## src/rtl/cmd_seq_pkg.sv

```systemverilog
// cmd_seq_pkg: shared definitions for the command sequencer.
//   - command opcodes, response codes, FSM state enumeration
//   - CRC-8 polynomial and a single-byte CRC-8 update function
//     (poly 0x07, MSB-first, no reflection, no final xor)
package cmd_seq_pkg;

  localparam logic [7:0] CRC8_POLY   = 8'h07;

  localparam logic [7:0] OP_NOP      = 8'h00;
  localparam logic [7:0] OP_SET_HI   = 8'h01;
  localparam logic [7:0] OP_SET_LO   = 8'h02;
  localparam logic [7:0] OP_WRITE    = 8'h03;
  localparam logic [7:0] OP_READ     = 8'h04;

  localparam logic [1:0] RC_OK       = 2'd0;
  localparam logic [1:0] RC_CRC_ERR  = 2'd1;
  localparam logic [1:0] RC_UNK_CMD  = 2'd2;
  localparam logic [1:0] RC_TIMEOUT  = 2'd3;

  typedef enum logic [1:0] {
    S_IDLE     = 2'd0,
    S_CHECK    = 2'd1,
    S_WAIT_ACK = 2'd2,
    S_RESPOND  = 2'd3
  } state_t;

  function automatic logic [7:0] crc8_byte(input logic [7:0] crc_in,
                                           input logic [7:0] data);
    logic [7:0] c;
    c = crc_in ^ data;
    for (int i = 0; i < 8; i++) begin
      c = c[7] ? ({c[6:0], 1'b0} ^ CRC8_POLY) : {c[6:0], 1'b0};
    end
    return c;
  endfunction

endpackage

```

## src/rtl/crc8_calc.sv

```systemverilog
// crc8_calc: combinational CRC-8 over three bytes, first byte shifted in first.
// Ports:
//   byte0..byte2 in  8  message bytes (cmd, arg1, arg2)
//   crc_out      out 8  CRC-8 of the three bytes, init 0x00
module crc8_calc
  import cmd_seq_pkg::*;
(
  input  logic [7:0] byte0,
  input  logic [7:0] byte1,
  input  logic [7:0] byte2,
  output logic [7:0] crc_out
);

  always_comb begin
    crc_out = crc8_byte(crc8_byte(crc8_byte(8'h00, byte0), byte1), byte2);
  end

endmodule

```

## src/rtl/cmd_sequencer.sv

```systemverilog
// cmd_sequencer: executes cmd_manager frames against the cart memory bus.
// A frame is latched on the rising edge of frame_finished (when idle and en=1),
// its CRC-8 is checked, the command decoded, and a single-byte read/write is run
// over a req/ack bus using a 24-bit address pointer. Every frame produces one
// resp_valid strobe with resp_byte/resp_code.
// Optional build macro: CMD_SEQ_STATS_EN adds frame_count / err_count outputs.
// Ports:
//   clk, reset (async, active-low)
//   en, cmd, arg1, arg2, crc, frame_finished   frame input side
//   mem_req, mem_we, mem_addr, mem_wdata,
//   mem_rdata, mem_ack                         memory bus
//   resp_byte, resp_code, resp_valid           response side
//   busy, overrun                              status
//   frame_count, err_count                     statistics (CMD_SEQ_STATS_EN only)
module cmd_sequencer
  import cmd_seq_pkg::*;
#(
  parameter int TIMEOUT_CYCLES = 255,
  parameter int ADDR_W         = 24
) (
  input  logic              clk,
  input  logic              reset,
  input  logic              en,
  input  logic [7:0]        cmd,
  input  logic [7:0]        arg1,
  input  logic [7:0]        arg2,
  input  logic [7:0]        crc,
  input  logic              frame_finished,
  output logic              mem_req,
  output logic              mem_we,
  output logic [ADDR_W-1:0] mem_addr,
  output logic [7:0]        mem_wdata,
  input  logic [7:0]        mem_rdata,
  input  logic              mem_ack,
  output logic [7:0]        resp_byte,
  output logic [1:0]        resp_code,
  output logic              resp_valid,
  output logic              busy,
`ifdef CMD_SEQ_STATS_EN
  output logic [15:0]       frame_count,
  output logic [15:0]       err_count,
`endif
  output logic              overrun
);

  // Last counter value before the wait is abandoned.
  localparam logic [15:0] TMO_LAST = 16'(TIMEOUT_CYCLES - 1);

  state_t             state_q, state_d;
  logic               frame_finished_p1;
  logic               frame_edge;
  logic [7:0]         cmd_q, arg1_q, arg2_q, crc_q;
  logic [7:0]         cmd_d, arg1_d, arg2_d, crc_d;
  logic [ADDR_W-1:0]  ptr_q, ptr_d;
  logic [7:0]         resp_byte_q, resp_byte_d;
  logic [1:0]         resp_code_q, resp_code_d;
  logic               mem_req_q, mem_req_d;
  logic               mem_we_q, mem_we_d;
  logic [7:0]         mem_wdata_q, mem_wdata_d;
  logic [15:0]        cnt_q, cnt_d;
  logic               overrun_q, overrun_d;
  logic               accept;
  logic [7:0]         crc_calc;

  assign frame_edge = frame_finished & ~frame_finished_p1;

  crc8_calc u_crc (
    .byte0   (cmd_q),
    .byte1   (arg1_q),
    .byte2   (arg2_q),
    .crc_out (crc_calc)
  );

  always_ff @(posedge clk or negedge reset) begin
    if (!reset) begin
      state_q           <= S_IDLE;
      frame_finished_p1 <= 1'b0;
      cmd_q             <= '0;
      arg1_q            <= '0;
      arg2_q            <= '0;
      crc_q             <= '0;
      ptr_q             <= '0;
      resp_byte_q       <= '0;
      resp_code_q       <= '0;
      mem_req_q         <= 1'b0;
      mem_we_q          <= 1'b0;
      mem_wdata_q       <= '0;
      cnt_q             <= '0;
      overrun_q         <= 1'b0;
    end else begin
      state_q           <= state_d;
      frame_finished_p1 <= frame_finished;
      cmd_q             <= cmd_d;
      arg1_q            <= arg1_d;
      arg2_q            <= arg2_d;
      crc_q             <= crc_d;
      ptr_q             <= ptr_d;
      resp_byte_q       <= resp_byte_d;
      resp_code_q       <= resp_code_d;
      mem_req_q         <= mem_req_d;
      mem_we_q          <= mem_we_d;
      mem_wdata_q       <= mem_wdata_d;
      cnt_q             <= cnt_d;
      overrun_q         <= overrun_d;
    end
  end

  always_comb begin
    state_d     = state_q;
    cmd_d       = cmd_q;
    arg1_d      = arg1_q;
    arg2_d      = arg2_q;
    crc_d       = crc_q;
    ptr_d       = ptr_q;
    resp_byte_d = resp_byte_q;
    resp_code_d = resp_code_q;
    mem_req_d   = mem_req_q;
    mem_we_d    = mem_we_q;
    mem_wdata_d = mem_wdata_q;
    cnt_d       = cnt_q;
    accept      = 1'b0;
    // Any frame edge outside IDLE is a dropped frame.
    overrun_d   = overrun_q | (frame_edge & (state_q != S_IDLE));

    case (state_q)
      S_IDLE: begin
        if (frame_edge && en) begin
          cmd_d   = cmd;
          arg1_d  = arg1;
          arg2_d  = arg2;
          crc_d   = crc;
          accept  = 1'b1;
          state_d = S_CHECK;
        end
      end

      S_CHECK: begin
        if (crc_calc != crc_q) begin
          resp_code_d = RC_CRC_ERR;
          resp_byte_d = crc_calc;
          state_d     = S_RESPOND;
        end else begin
          case (cmd_q)
            OP_NOP: begin
              resp_code_d = RC_OK;
              resp_byte_d = 8'h00;
              state_d     = S_RESPOND;
            end
            OP_SET_HI: begin
              ptr_d[ADDR_W-1 -: 8] = arg2_q;
              resp_code_d = RC_OK;
              resp_byte_d = arg2_q;
              state_d     = S_RESPOND;
            end
            OP_SET_LO: begin
              ptr_d[15:0] = {arg1_q, arg2_q};
              resp_code_d = RC_OK;
              resp_byte_d = arg2_q;
              state_d     = S_RESPOND;
            end
            OP_WRITE: begin
              mem_req_d   = 1'b1;
              mem_we_d    = 1'b1;
              mem_wdata_d = arg1_q;
              cnt_d       = '0;
              state_d     = S_WAIT_ACK;
            end
            OP_READ: begin
              mem_req_d   = 1'b1;
              mem_we_d    = 1'b0;
              cnt_d       = '0;
              state_d     = S_WAIT_ACK;
            end
            default: begin
              resp_code_d = RC_UNK_CMD;
              resp_byte_d = cmd_q;
              state_d     = S_RESPOND;
            end
          endcase
        end
      end

      S_WAIT_ACK: begin
        // Ack is tested first so it wins over a coincident timeout.
        if (mem_ack) begin
          mem_req_d   = 1'b0;
          resp_code_d = RC_OK;
          resp_byte_d = mem_we_q ? arg1_q : mem_rdata;
          if (arg2_q[0]) begin
            ptr_d = ptr_q + ADDR_W'(1);
          end
          state_d     = S_RESPOND;
        end else if (cnt_q == TMO_LAST) begin
          mem_req_d   = 1'b0;
          resp_code_d = RC_TIMEOUT;
          resp_byte_d = 8'hFF;
          state_d     = S_RESPOND;
        end else begin
          cnt_d = cnt_q + 16'd1;
        end
      end

      S_RESPOND: begin
        state_d = S_IDLE;
      end

      default: begin
        state_d = S_IDLE;
      end
    endcase
  end

`ifdef CMD_SEQ_STATS_EN
  always_ff @(posedge clk or negedge reset) begin
    if (!reset) begin
      frame_count <= '0;
      err_count   <= '0;
    end else begin
      if (accept && (frame_count != 16'hFFFF)) begin
        frame_count <= frame_count + 16'd1;
      end
      // RESPOND lasts one cycle, so each response is counted once.
      if ((state_q == S_RESPOND) && (resp_code_q != RC_OK) && (err_count != 16'hFFFF)) begin
        err_count <= err_count + 16'd1;
      end
    end
  end
`endif

  assign mem_req    = mem_req_q;
  assign mem_we     = mem_we_q;
  assign mem_addr   = ptr_q;
  assign mem_wdata  = mem_wdata_q;
  assign resp_byte  = resp_byte_q;
  assign resp_code  = resp_code_q;
  assign resp_valid = (state_q == S_RESPOND);
  assign busy       = (state_q != S_IDLE);
  assign overrun    = overrun_q;

endmodule
```

## config.mk

```make
export PLATFORM = sky130hd
export DESIGN_NAME = cmd_sequencer
export DESIGN_NICKNAME = d
export VERILOG_FILES = /design/src/rtl/cmd_seq_pkg.sv /design/src/rtl/crc8_calc.sv /design/src/rtl/cmd_sequencer.sv
export SDC_FILE = /design/constraint.sdc
export NUM_CORES = 1
export LEC_CHECK = 0
export CAP_MARGIN = 5
export CORE_ASPECT_RATIO = 1.2
export CORE_MARGIN = 4
export CORE_UTILIZATION = 50
export CTS_CLUSTER_SIZE = 16
export DETAILED_ROUTE_END_ITERATION = 8
export PLACE_DENSITY = 0.74
export SLEW_MARGIN = 20
export SYNTH_ARGS = -nofsm -noshare
export SYNTH_HDL_FRONTEND = slang
export SYNTH_SLANG_ARGS = --single-unit
```

## constraint.sdc

```tcl
create_clock -name clk -period 4.4 [get_ports clk]
set_input_delay 0.44 -clock clk [delete_from_list [all_inputs] [get_ports clk]]
set_output_delay 0.44 -clock clk [all_outputs]
set_load 0.03 [all_outputs]
```

==> results by group <==
Clock network
  • H-tree depth: 3
  • Bufs on Longest Clock Path: 2
  • Clock buffer count from CTS: 9
  • CTS tree: yes
  • Setup bufs post-CTS: 0
  • PostCTS Resize Cnt: 0
  • CTS Root Cell: clkbuf_16
  • Clk_lat worst skew: 0.36 ns
  • CTS Hold Bufs: 0
  • Clock Sinks: 96
  • Clock-pin slew on the worst setup and hold paths: 0.07 ns

Critical path
  • Crit-path slowest cell: o211ai_1
  • Critical Path AT: 4.26 ns
  • Critical Path Fanout Max: 13
  • CP Capture Type: flop
  • Data required time of the worst path: 4.68 ns
  • Kind of critical path: reg2reg
  • CP Cell Sequence: inv_1 -> ha_1 -> xnor2_2 -> xnor3_1 -> xnor3_1 -> or3_1 -> a211oi_4 -> o211ai_1 -> a2111o_1 -> o211ai_1
  • CP max stage delay: 0.52 ns
  • Worst Setup Start Kind: flop

Floorplanning
  • DIE HEIGHT: 134 um
  • Std cell rows: 45
  • Core Box Area: 0.0128 sq mm
  • Initial core utilization: 0.516
  • I/O pin count: 92
  • DIE AREA: 0.0152 sq mm
  • Die width: 113 um

Synth
  • Post-synthesis mux area share: 0.115
  • Post-synthesis compound-gate area fraction: 0.162
  • Yosys reg bits: 96
  • Post-synthesis adder-cell area fraction: 0.0208
  • Netlist cell types: 72
  • Synthesized cell area: 0.00662 sq mm
  • XOR/XNOR share of the synthesized area: 0.128
  • Main combinational cell family by area after synthesis: simple AND/OR/NAND/NOR gates
  • Post-synth EDFFs: 0
  • Async SR Flop Fraction: 1.00
  • Avg Inst Size Synth: 10.1 sq um
  • Synth Area in Simple Gates: 0.170
  • Post-synthesis sequential area ratio: 0.363
  • Synth Flop Type: dfrtp_1
  • Syn Nets: 712
  • Synth warnings: 0
  • Synth Instances: 656

Final layout
  • Ant diodes: 0
  • Fillers: 1084
  • Sequential standard cell area: 0.00240 sq mm
  • Layout area overhead: 19.7%
  • Commonest non-fill, non-tap cell in the layout: dfrtp_1
  • Multi-input gate area: 0.00395 sq mm
  • Fin nets: 784
  • Most frequent cells in the layout: dfrtp_1 (96), clkdlybuf4s50_1 (90), nand2_1 (51)
  • Layout cells sized above 1: 0.127

Timing
  • Max Clk Rate: 0.251 GHz
  • RSZ-0062 raised after global routing: false
  • Clock skew: 0.0117 ns
  • Tcrit/Tclk final: 0.905
  • Max-slew headroom: 0.273
  • Hold Vio Cnt, Final: 0
  • Slew at the pin with the worst max-slew slack: 1.09 ns
  • Setup violators final: 0
  • Pins Over Slew Limit: 0
  • Final TNS setup: 0 ns
  • Min Clock Period, post-route: 3.98 ns

Global routing
  • Gr ovfl total: 0
  • Initial antenna violation count: 0
  • First-pass GRT wire length: 28.5 mm
  • Number of global-route vias before repair: 5343
  • Pin count of the biggest net entering global routing: 65
  • Total GRT Usage: 0.237

Worst hold path
  • Hold Path Class: in2async

Detailed routing
  • Pre-Repair DR Iteration Count: 5
  • Vias/cell: 6.09
  • Post-route ant nets: 0
  • DRT iter0 DRCs: 375
  • Number of remaining DRC errors: 0
  • Wirelength, routed: 17.7 mm
  • WL/cell: 19.8 um
  • Via Count: 5464

Run
  • Max capacitance violation total: 0

Placed design
  • Input/output buffers: 91
  • Routability congestion estimate: 0.899
  • Post-detail-place hpwl: 13.0 mm

Outcome
  • Outcome: completed
==> flip-flops by register name, indices dropped and copies added (netlist names), 8 cells and up <==
signal     count
mem_addr      24
cnt_q         16
arg1_q         8
arg2_q         8
cmd_q          8
crc_q          8
mem_wdata      8
resp_byte      8
==> Yosys cell counts (3+ instances only) <==
library cell / instances / area share
a211o_1: 4 / 0.0053
a211oi_1: 8 / 0.0091
a21boi_0: 3 / 0.0034
a21oi_1: 28 / 0.021
a221o_1: 3 / 0.0045
a221oi_1: 4 / 0.0053
a31oi_1: 3 / 0.0028
and2_1: 3 / 0.0028
and3_1: 23 / 0.022
buf_1: 3 / 0.0017
buf_2: 11 / 0.0083
clkbuf_1: 26 / 0.015
dfrtp_1: 96 / 0.36
ha_1: 11 / 0.021
inv_1: 20 / 0.011
mux2_2: 43 / 0.073
mux2i_1: 28 / 0.042
nand2_1: 51 / 0.029
nand2b_1: 26 / 0.025
nand3_1: 34 / 0.026
nand4_1: 10 / 0.0094
nor2_1: 13 / 0.0074
nor2b_1: 8 / 0.0076
nor3_1: 30 / 0.023
o2111a_1: 9 / 0.015
o211a_1: 3 / 0.0045
o211ai_1: 7 / 0.0079
o21ai_0: 12 / 0.0091
o22ai_1: 5 / 0.0047
o2bb2ai_1: 9 / 0.012
o31ai_1: 7 / 0.0079
o32ai_1: 10 / 0.013
or3_1: 3 / 0.0028
xnor2_1: 26 / 0.034
xnor3_1: 14 / 0.048
xor2_1: 12 / 0.016
==> worst paths after layout <==
| kind | startpoint | endpoint | slack [ns] | depth (start not counted) |
|---|---|---|---|---|
| setup / recovery | cmd_q[5]$_DFFE_PN0P_ | mem_addr[18]$_DFFE_PN0P_ | 0.42 | 10 |
| hold / removal | reset | cnt_q[2]$_DFFE_PN0P_ | 0.17 | 1 |
| setup reg to reg | cmd_q[5]$_DFFE_PN0P_ | mem_addr[18]$_DFFE_PN0P_ | 0.42 | 10 |
| hold reg to reg | overrun$_DFF_PN0_ | overrun$_DFF_PN0_ | 0.49 | 1 |
| max in group asynchronous | reset | resp_byte[7]$_DFFE_PN0P_ | 3.27 | 2 |
| min in group clk | overrun$_DFF_PN0_ | overrun$_DFF_PN0_ | 0.49 | 1 |
==> through the flow <==
stage	utilization	worst slack [ns]	std cells	cell area [sq um]	hold WS, ns
2_1_floorplan	-	0.972	656	6620	0.144
3_3_place_gp	0.595	0.595	881	7640	0.449
3_5_place_dp	0.595	0.454	881	7640	0.478
4_1_cts	0.618	0.460	897	7930	0.220
5_1_grt	0.618	0.193	897	7930	0.254
6_report	0.618	0.417	897	7930	0.172
==> layout make-up <==
| cell class | instances | area share |
|---|---|---|
| inverters | 21 | 0.00994 |
| flip-flops and latches | 96 | 0.303 |
| clock inverters | 7 | 0.00757 |
| multi-input cells | 496 | 0.498 |
| clock buffers | 9 | 0.0284 |
| well taps | 164 | 0.0259 |
| repair buffers | 104 | 0.127 |
==> critical path: cells and delay by family (launching register included) <==
kind,cells,cell delay (ns)
simple gates,1,0.45
flops,1,0.49
compound gates,4,1.55
fa+ha+maj,1,0.31
buf+inv,1,0.08
xor+xnor,3,1.03
==> cell families after synthesis <==
kind of cell               Yosys count
and+or+nand+nor                    215
buffers and inverters               64
DFF                                 96
xor gates and xnor gates            61
muxes                               71
AOI/OAI and AO/OA                  138
adders and majority gates           11
==> routing by layer <==
metal	wire [um]	track usage	vias to the layer above
met5	0	0	-
met4	536	0.0908	0
met3	1010	0.0438	38
met2	9180	0.401	188
met1	7010	0.301	2654
li1	-	-	2584
Power is left out: the tool's default activity adds up to more than one toggle a clock period on the data nets, which glitch-free logic cannot reach.
